<file path="src/rtl/conv_window_sched_pkg.sv">
// Shared types and constants for the convolution window scheduler.
package conv_window_sched_pkg;

  localparam int COLUMN_FIFO_DEPTH = 8;
  localparam int K_MAX             = 7;

  typedef enum logic [2:0] {
    IDLE,
    FLUSH,
    FILL,
    STREAM,
    SHIFT,
    DONE
  } state_e;

endpackage

</file>
<file path="src/rtl/conv_window_sched_row_fetch_unit.sv">
// Row prefetch engine: issues SRAM row reads while the column FIFO has room.
module row_fetch_unit
  import conv_window_sched_pkg::*;
#(
  parameter int DEPTH = COLUMN_FIFO_DEPTH,
  parameter int H_W   = 8
) (
  input  logic           clk_i,
  input  logic           rst_async_n_i,
  input  logic           i_en,
  input  logic           i_clear,
  input  logic [H_W:0]   i_img_h,
  input  logic [H_W:0]   i_occ,
  input  logic           i_fifo_full,
  input  logic           i_rvalid,
  output logic           o_req,
  output logic [H_W-1:0] o_addr,
  output logic           o_push
);

  localparam logic [H_W+1:0] DEPTH_W = (H_W+2)'(DEPTH);

  logic [H_W:0] r_fetched;
  logic [H_W:0] r_outstanding;
  logic         w_room;

  // Rows in flight are counted against capacity so a late push can never overfill.
  assign w_room = ({1'b0, i_occ} + {1'b0, r_outstanding}) < DEPTH_W;
  assign o_req  = i_en && (r_fetched < i_img_h) && w_room && !i_fifo_full;
  assign o_addr = r_fetched[H_W-1:0];
  assign o_push = i_en && i_rvalid;

  always_ff @(posedge clk_i or negedge rst_async_n_i) begin
    if (!rst_async_n_i) begin
      r_fetched     <= '0;
      r_outstanding <= '0;
    end else if (i_clear) begin
      r_fetched     <= '0;
      r_outstanding <= '0;
    end else begin
      if (o_req) r_fetched <= r_fetched + (H_W+1)'(1);
      case ({o_req, o_push})
        2'b10:   r_outstanding <= r_outstanding + (H_W+1)'(1);
        2'b01:   r_outstanding <= r_outstanding - (H_W+1)'(1);
        default: r_outstanding <= r_outstanding;
      endcase
    end
  end

endmodule

</file>
<file path="src/rtl/conv_window_sched.sv">
// Sequences K-row windows from SRAM through the column FIFO into the systolic array.
module conv_window_sched
  import conv_window_sched_pkg::*;
#(
  parameter int DEPTH = COLUMN_FIFO_DEPTH,
  parameter int H_W   = 8
) (
  input  logic           clk_i,
  input  logic           rst_async_n_i,
  input  logic           start_i,
  input  logic [H_W-1:0] cfg_img_h_i,
  input  logic [2:0]     cfg_k_i,
  output logic           busy_o,
  output logic           done_o,
  output logic           err_o,
  output logic           sram_req_o,
  output logic [H_W-1:0] sram_addr_o,
  input  logic           sram_rvalid_i,
  input  logic           sa_ready_i,
  output logic           fifo_flush_o,
  output logic           fifo_push_o,
  output logic           fifo_pop_o,
  output logic           fifo_shift_o,
  input  logic           fifo_full_i,
  input  logic           fifo_empty_i,
  output logic [H_W-1:0] out_row_o
);

  state_e       r_state, w_state_nxt;
  logic [H_W:0] r_img_h, r_k, r_occ, r_pops, r_out_row;
  logic         r_err;
  logic [H_W:0] w_k_cfg, w_occ_nxt, w_out_row_nxt, w_last_row;
  logic         w_start_ok, w_fetch_en, w_push, w_pop, w_last_pop;

  assign w_k_cfg    = (H_W+1)'(cfg_k_i);
  assign w_start_ok = (cfg_k_i != 3'd0) && (int'(cfg_k_i) <= K_MAX) &&
                      (int'(cfg_k_i) <= DEPTH) && (w_k_cfg <= {1'b0, cfg_img_h_i});

  assign w_pop         = (r_state == STREAM) && sa_ready_i && !fifo_empty_i;
  assign w_last_pop    = w_pop && (r_pops == r_k - (H_W+1)'(1));
  assign w_occ_nxt     = r_occ + (H_W+1)'(w_push) - (H_W+1)'(fifo_shift_o);
  assign w_out_row_nxt = r_out_row + (H_W+1)'(1);
  assign w_last_row    = r_img_h - r_k + (H_W+1)'(1);

  always_ff @(posedge clk_i or negedge rst_async_n_i) begin
    if (!rst_async_n_i) r_state <= IDLE;
    else                r_state <= w_state_nxt;
  end

  always_comb begin
    w_state_nxt = r_state;
    case (r_state)
      IDLE:   if (start_i && w_start_ok) w_state_nxt = FLUSH;
      FLUSH:  w_state_nxt = FILL;
      FILL:   if (r_occ >= r_k) w_state_nxt = STREAM;
      STREAM: if (w_last_pop) w_state_nxt = SHIFT;
      SHIFT: begin
        if (w_out_row_nxt == w_last_row) w_state_nxt = DONE;
        else if (w_occ_nxt >= r_k)       w_state_nxt = STREAM;
        else                             w_state_nxt = FILL;
      end
      DONE:    w_state_nxt = IDLE;
      default: w_state_nxt = IDLE;
    endcase
  end

  always_comb begin
    busy_o       = (r_state != IDLE);
    done_o       = (r_state == DONE);
    fifo_flush_o = (r_state == FLUSH);
    fifo_shift_o = (r_state == SHIFT);
    fifo_pop_o   = w_pop;
    w_fetch_en   = (r_state == FILL) || (r_state == STREAM) || (r_state == SHIFT);
  end

  // Occupancy counts pushed minus shifted rows; pops only read the window.
  always_ff @(posedge clk_i or negedge rst_async_n_i) begin
    if (!rst_async_n_i) begin
      r_img_h   <= '0;
      r_k       <= '0;
      r_occ     <= '0;
      r_pops    <= '0;
      r_out_row <= '0;
      r_err     <= 1'b0;
    end else begin
      r_err <= (r_state == IDLE) && start_i && !w_start_ok;
      if ((r_state == IDLE) && start_i && w_start_ok) begin
        r_img_h <= {1'b0, cfg_img_h_i};
        r_k     <= w_k_cfg;
      end
      if (fifo_flush_o) begin
        r_occ     <= '0;
        r_pops    <= '0;
        r_out_row <= '0;
      end else begin
        r_occ <= w_occ_nxt;
        if (w_pop)        r_pops    <= w_last_pop ? '0 : r_pops + (H_W+1)'(1);
        if (fifo_shift_o) r_out_row <= w_out_row_nxt;
      end
    end
  end

  assign err_o       = r_err;
  assign out_row_o   = r_out_row[H_W-1:0];
  assign fifo_push_o = w_push;

  row_fetch_unit #(
    .DEPTH (DEPTH),
    .H_W   (H_W)
  ) u_fetch (
    .clk_i         (clk_i),
    .rst_async_n_i (rst_async_n_i),
    .i_en          (w_fetch_en),
    .i_clear       (fifo_flush_o),
    .i_img_h       (r_img_h),
    .i_occ         (r_occ),
    .i_fifo_full   (fifo_full_i),
    .i_rvalid      (sram_rvalid_i),
    .o_req         (sram_req_o),
    .o_addr        (sram_addr_o),
    .o_push        (w_push)
  );

endmodule

</file>
<file path="config.mk">
export PLATFORM = sky130hd
export DESIGN_NAME = conv_window_sched
export DESIGN_NICKNAME = d
export VERILOG_FILES = /design/src/rtl/conv_window_sched_pkg.sv /design/src/rtl/conv_window_sched_row_fetch_unit.sv /design/src/rtl/conv_window_sched.sv
export SDC_FILE = /design/constraint.sdc
export NUM_CORES = 1
export LEC_CHECK = 0
export ABC_AREA = 0
export CORE_MARGIN = 10
export CORE_UTILIZATION = 36
export CTS_CLUSTER_SIZE = 12
export DETAILED_ROUTE_END_ITERATION = 8
export GPL_TIMING_DRIVEN = 0
export PLACE_DENSITY_LB_ADDON = 0.12
export SYNTH_ARGS = -nofsm -noshare
export SYNTH_HDL_FRONTEND = slang
export SYNTH_SLANG_ARGS = --single-unit
export TNS_END_PERCENT = 10
</file>
<file path="constraint.sdc">
create_clock -name clk_i -period 5.25 [get_ports clk_i]
set_clock_uncertainty 0.1 [all_clocks]
set_input_delay 1.05 -clock clk_i [delete_from_list [all_inputs] [get_ports clk_i]]
set_output_delay 1.05 -clock clk_i [all_outputs]
set_load 0.05 [all_outputs]
</file>
Word level (Yosys, flattened, before mapping)

Index checks and enable logic that the tools add are counted.

Output and inout port bits: 24
Register bits: 60
Bits of input ports: 18
Logic and storage cells: 78

Order comparisons: 5
Add/sub/neg operators: 11
Equality and inequality tests: 12
Multiplexer cells: 16
Reduce and logical (&&, ||, !) cells: 25

Operators with widths:

| operator                                                     | number |
|---|---|
| 2-to-1 mux 9 bit                                             | 9 |
| adder 9 x 1 -> 9 bit (second input constant)                 | 5 |
| == test 9 bit                                                | 2 |
| greater-or-equal comparator 9 x 3 -> 1 bit                   | 2 |
| one-hot mux 9 bit (2 select lines)                           | 1 |
| one-hot mux 3 bit (5 select lines)                           | 1 |
| logical AND 1 bit                                            | 12 |
| 2-to-1 mux 3 bit                                             | 4 |
| adder 9 x 9 -> 10 bit                                        | 1 |
| less-than comparator 10 x 4 -> 1 bit (second input constant) | 1 |
| adder 9 x 1 -> 9 bit                                         | 1 |
| less-than comparator 9 x 8 -> 1 bit                          | 1 |
| nonzero test 3 bit                                           | 3 |
| subtractor 8 x 3 -> 9 bit                                    | 1 |
| subtractor 9 x 1 -> 9 bit                                    | 1 |
| subtractor 9 x 1 -> 9 bit (second input constant)            | 1 |
| <= comparator 3 x 8 -> 1 bit                                 | 1 |
| == test 3 x 2 -> 1 bit (second input constant)               | 2 |
| == test 3 bit (second input constant)                        | 2 |
| inequality test 2 bit (second input constant)                | 3 |
| nonzero test 2 bit                                           | 3 |
| subtractor 3 x 1 -> 4 bit (second input constant)            | 1 |
| == test 3 x 1 -> 1 bit (second input constant)               | 1 |
| logical NOT 1 bit                                            | 3 |
| other kinds (6)                                              | 7 |

Longest topological paths before layout

Word-level depth: 10
Gate-level depth with buffers: 17
Depth with buffers taken out: 15

Hierarchy

Synthesis repeated with hierarchy kept, for this count alone.

Cell total of the unflattened synthesis: 591
Area, all modules: 5,143.7 um^2

Modules (own cells, without submodules):

| module            | cells each | area an instance (um^2) | sequential area each (um^2) | instances |
|---|---|---|---|---|
| conv_window_sched | 362        | 3,265.6                 | 1,051.0                     | 1 |
| row_fetch_unit    | 229        | 1,878.1                 | 450.4                       | 1 |

Worst setup path before layout

OpenSTA, ideal clock, no wires.

Path kind: flip-flop to flip-flop
Start point: register r_state[1]
End point: register u_fetch.r_outstanding[8]
Setup slack: 1.356 ns
Stages on the path, launching flop included: 16
Buffers on the path: 3
Setup time: 0.065 ns
Arrival: 3.729 ns
Data required time: 5.085 ns
Clock period less this slack: 3.894 ns
Path through: dfrtp_1 buf_2 or3_1 buf_6 inv_2 buf_2 or2_1 nand2_2 a21oi_2 ha_1 a21o_1 a21oi_1 o21ai_0 o41ai_1 mux4_2 nand2_1

RTL lines:

| what                                                    | RTL line                               | source |
|---|---|---|
| start: declaration                                      | conv_window_sched.sv:29                | `state_e r_state, w_state_nxt;` |
| start signal: assignment                                | conv_window_sched.sv:47                | `else r_state <= w_state_nxt;` |
| == test 3 bit *                                         | n/a                                    |  |
| named net fifo_shift_o                                  | conv_window_sched.sv:23                | `output logic fifo_shift_o,` |
| logical OR 1 bit *                                      | conv_window_sched.sv:73                | `w_fetch_en = (r_state == FILL) \|\| (r_state == STREAM) \|\| (r_state == SHIFT);` |
| logical AND 1 bit (3 in series)                         | conv_window_sched_row_fetch_unit.sv:29 | `assign o_req = i_en && (r_fetched < i_img_h) && w_room && !i_fifo_full;` |
| == test 2 x 1 -> 1 bit or == test 2 bit (tied branches) | conv_window_sched_row_fetch_unit.sv:42 | `case ({o_req, o_push})` |
| one-hot mux 9 bit (2 select lines)                      | conv_window_sched_row_fetch_unit.sv:42 |  |
| 2-to-1 mux 9 bit                                        | conv_window_sched_row_fetch_unit.sv:37 | `end else if (i_clear) begin` |
| end signal: assignment                                  | conv_window_sched_row_fetch_unit.sv:43 | `2'b10: r_outstanding <= r_outstanding + (H_W+1)'(1);` |
| end signal: assignment                                  | conv_window_sched_row_fetch_unit.sv:44 | `2'b01: r_outstanding <= r_outstanding - (H_W+1)'(1);` |
| end signal: assignment                                  | conv_window_sched_row_fetch_unit.sv:45 | `default: r_outstanding <= r_outstanding;` |
| end: declaration                                        | conv_window_sched_row_fetch_unit.sv:24 | `logic [H_W:0] r_outstanding;` |

The timed path passes the listed nets; every way through them passes the cells marked *.
A chain may end at the register's enable or synchronous reset.

Worst setup path in the final report

Start point: register r_state[1]
End point: output port fifo_flush_o

Longest elaborated chain between the ends: 1

Ends and longest elaborated chain:

| what                   | RTL line                | source |
|---|---|---|
| == test 3 x 1 -> 1 bit | conv_window_sched.sv:70 | `fifo_flush_o = (r_state == FLUSH);` |
| end: declaration       | conv_window_sched.sv:20 | `output logic fifo_flush_o,` |

Every way passes these cells.

==> key figures <==
Clock network
  • Root Buffer: clkbuf_16
  • H-tree levels: 3
  • CTS Hold Bufs: 0
  • Clk sinks: 60
  • CTS tree: built
  • CTS clock-pin slew for the worst setup and hold paths: 0.05 ns
  • Cts bufs inserted: 9
  • Post-CTS setup buffer count: 0
  • Clock latency on the worst-skew pair: 0.33 ns
  • Clk buf depth: 2
  • # resized after CTS: 0

Synthesis
  • Largest area contributor in the netlist: dfrtp_1
  • Ys async rst share: 100%
  • Syn_nets: 649
  • Largest family of logic cells by synthesized area: simple AND/OR/NAND/NOR gates
  • Syn. warnings: 0
  • Post-synth EDFFs: 0
  • Adder-Cell Fraction of Synth Area: 16.7%
  • Number of synthesized register bits: 60
  • Yosys cell types: 65
  • Post-Syn Instances: 567
  • Post-synthesis xor/xnor area fraction: 8.28%
  • Cell Area, Synth: 0.00492 mm2
  • Compound-Gate Fraction of Synth Area: 16.9%
  • Sequential share of the synthesized area: 30.5%
  • Simple-Gate Fraction of Synth Area: 18.3%
  • Top cell type's share of synthesized area: 30.5%
  • Mux cell area share after synthesis: 1.93%
  • Synth area leaders: dfrtp_1 (30%), ha_1 (15%), xnor2_1 (5.2%), o21ai_0 (5.0%), nand2_1 (4.0%)
  • Post-synth top flop: dfrtp_1
  • Post-synthesis area per instance: 8.69 um2

Timing
  • Tmin final: 4.56 ns
  • Fmax: 219 MHz
  • Worst-margin pin slew: 0.841 ns
  • Setup TNS: 0 ns
  • Max-slew violations: 0
  • Final hold vios: 0
  • RSZ-0062 raised after global routing: no
  • Final period utilization: 86.8%
  • # setup viols final: 0
  • Slew HR: 43.9%

Global routing
  • GRT Residual Overflow: 0
  • Vias in the first global route: 4117
  • Global-route wire length before repair: 20.8 mm
  • Largest net degree at the start of global routing: 61
  • Initial antenna violation count: 0
  • GRT Overall Usage: 13.9%

Cells and area
  • Fillers: 1325
  • Sequential cell area: 0.00150 mm2
  • Most common cell after layout, fill and taps aside: ha_1
  • Layout cell share with drive strength beyond 1: 8.35%
  • Finished Layout Cells: 799
  • Multi-input logic area: 0.00306 mm2
  • Final core occ: 43.8%
  • Leading cell types in the layout, fill and taps excluded: ha_1 (61), dfrtp_1 (60), nand2_1 (52), o21ai_0 (49), inv_1 (44)
  • Area grow syn2layout: 18.6%
  • Final net count: 701
  • Number of diodes: 0

Routing
  • DR vias/cell: 5.29
  • Max Used Layer: met4
  • Vias: 4223
  • Wire per inst: 16.0 um
  • Total Wirelength: 12.8 mm
  • Pre-antenna DRT Iters: 5
  • Final ANT Viol Nets: 0
  • Met2 WL post-DR: 6.16 mm
  • First DRT Iteration DRCs: 244
  • Met3 WL: 468 um
  • M1 wire length: 5.94 mm
  • Residual DRC count: 0

Hold path
  • Hold crit path type: flip-flop to flip-flop

Pwr
  • Pleak: 2.65 nW
  • Clock share of power: 16.1%
  • Power, Total: 3.59 mW
  • P_sw: 1.63 mW
  • Net Sw Frac: 45.4%
  • Int Power: 1.96 mW
  • P per Cell Area: 614 mW/mm2
  • Reg power frac: 20.9%
  • Peak supply drop: 0.000233 V
  • Combinational Power Share: 63.0%

Worst setup path
  • Peak fanout along the critical path: 10
  • Required time worst endpoint: 4.10 ns
  • CP bufs+invs: 5
  • CP max stage delay: 0.93 ns
  • CP dominant cell by count: clkbuf_1
  • Internal reg-to-reg setup slack: 0.78 ns
  • Crit path DAT: 3.41 ns
  • Nature of the critical path startpoint: flip-flop
  • Top Family by Delay on Critical Path: buffers and inverters
  • Worst-path cell chain: buf_2, nor2_1, nand2_1, inv_1, clkbuf_1, clkbuf_1, clkdlybuf4s50_1
  • Crit end category: output pin
  • WS Path Type: flip-flop to output pin
  • Slowest library cell on the worst path: clkdlybuf4s50_1

Floorplanning
  • Full die area: 0.0188 mm2
  • CORE AREA: 0.0133 mm2
  • I/O pin cnt: 42
  • Width of the die: 137 um
  • Row count: 42
  • Initial Util: 36.9%
  • Die height: 137 um

Placed design
  • IO Port Bufs: 41
  • HPWL Detailed: 9.67 mm
  • GP Congestion: 0.955
  • Cells after DPL: 784

Outcome
  • Outcome: complete, no violations

Run
  • Maxcap violations: 0
==> final timing paths <==
kind / cells past startpoint / to / startpoint
max in group asynchronous: 1 / r_occ[0] / rst_async_n_i
hold / removal: 1 / r_pops[4] / r_pops[4]
hold reg to reg: 1 / r_pops[4] / r_pops[4]
min in group asynchronous: 1 / r_out_row[5] / rst_async_n_i
setup / recovery: 7 / fifo_flush_o / r_state[1]
setup reg to reg: 13 / u_fetch.r_outstanding[8] / r_occ[2]
==> through the flow <==
step | area (um2) | hold slack [ns] | setup WS, ns
2_1_floorplan | 4920 | 0.359 | 1.36
6_report | 5840 | 0.417 | 0.692
4_1_cts | 5840 | 0.421 | 0.588
3_5_place_dp | 5550 | 0.412 | 0.455
5_1_grt | 5840 | 0.450 | 0.439
3_3_place_gp | 5560 | 0.399 | 0.509
==> power by group through the flow <==
stage	registers (mW)	clock network, mW	logic, mW
final	0.749	0.578	2.26
after global placement	0.753	0	2.22
after detailed placement	0.756	0	2.26
after global routing	0.765	0.605	2.56
after floorplan	0.706	0	1.79
after CTS	0.748	0.589	2.28
==> routing by layer <==
metal,vias up,track usage (%)
met1,2022,17.5
li1,2097,-
met2,88,23.3
met4,0,5.62
met5,-,0
met3,16,1.94
==> cell families after synthesis <==
family,after synthesis
xor+xnor,45
compound gates,134
flops,60
fa+ha+maj,64
mux,8
buf+inv,76
simple gates,180
==> registers in the layout (all words and copies together), names as in the netlist <==
signal                 cells
err_o                      1
r_img_h                    8
r_k                        3
r_occ                      9
r_out_row                  9
r_pops                     9
r_state                    3
u_fetch.r_fetched          9
u_fetch.r_outstanding      9
==> area by class of cell <==
cell class / count / share of cell area, %
plain buffers: 29 / 3.21
repair buffers: 41 / 6.98
clock buffers: 14 / 4.86
inverters: 47 / 3.02
multi-input cells: 431 / 52.4
flip-flops and latches: 60 / 25.7
clock inverters: 1 / 0.0857
well taps: 176 / 3.77
==> worst reg2reg max path: cells and delay by family (launching register included) <==
| family | cells | cell delay (ns) |
|---|---|---|
| AOI/OAI and AO/OA | 9 | 2.48 |
| DFF | 1 | 0.45 |
| and+or+nand+nor | 1 | 0.07 |
| muxes | 1 | 0.58 |
| adders and majority gates | 2 | 0.72 |
==> synth_stat cells, drive strengths merged, types with 4 or more instances <==
cell type / number
a21o: 8
a21oi: 35
and2: 5
and3: 4
buf: 21
clkbuf: 8
dfrtp: 60
ha: 61
inv: 47
mux2i: 5
nand2: 53
nand2b: 6
nand3: 19
nand4: 11
nor2: 36
nor2b: 6
nor3: 11
nor4: 6
o21ai: 53
o31ai: 6
or3: 10
or4: 4
xnor2: 29
xor2: 15
(Power assumes the default switching activity.)
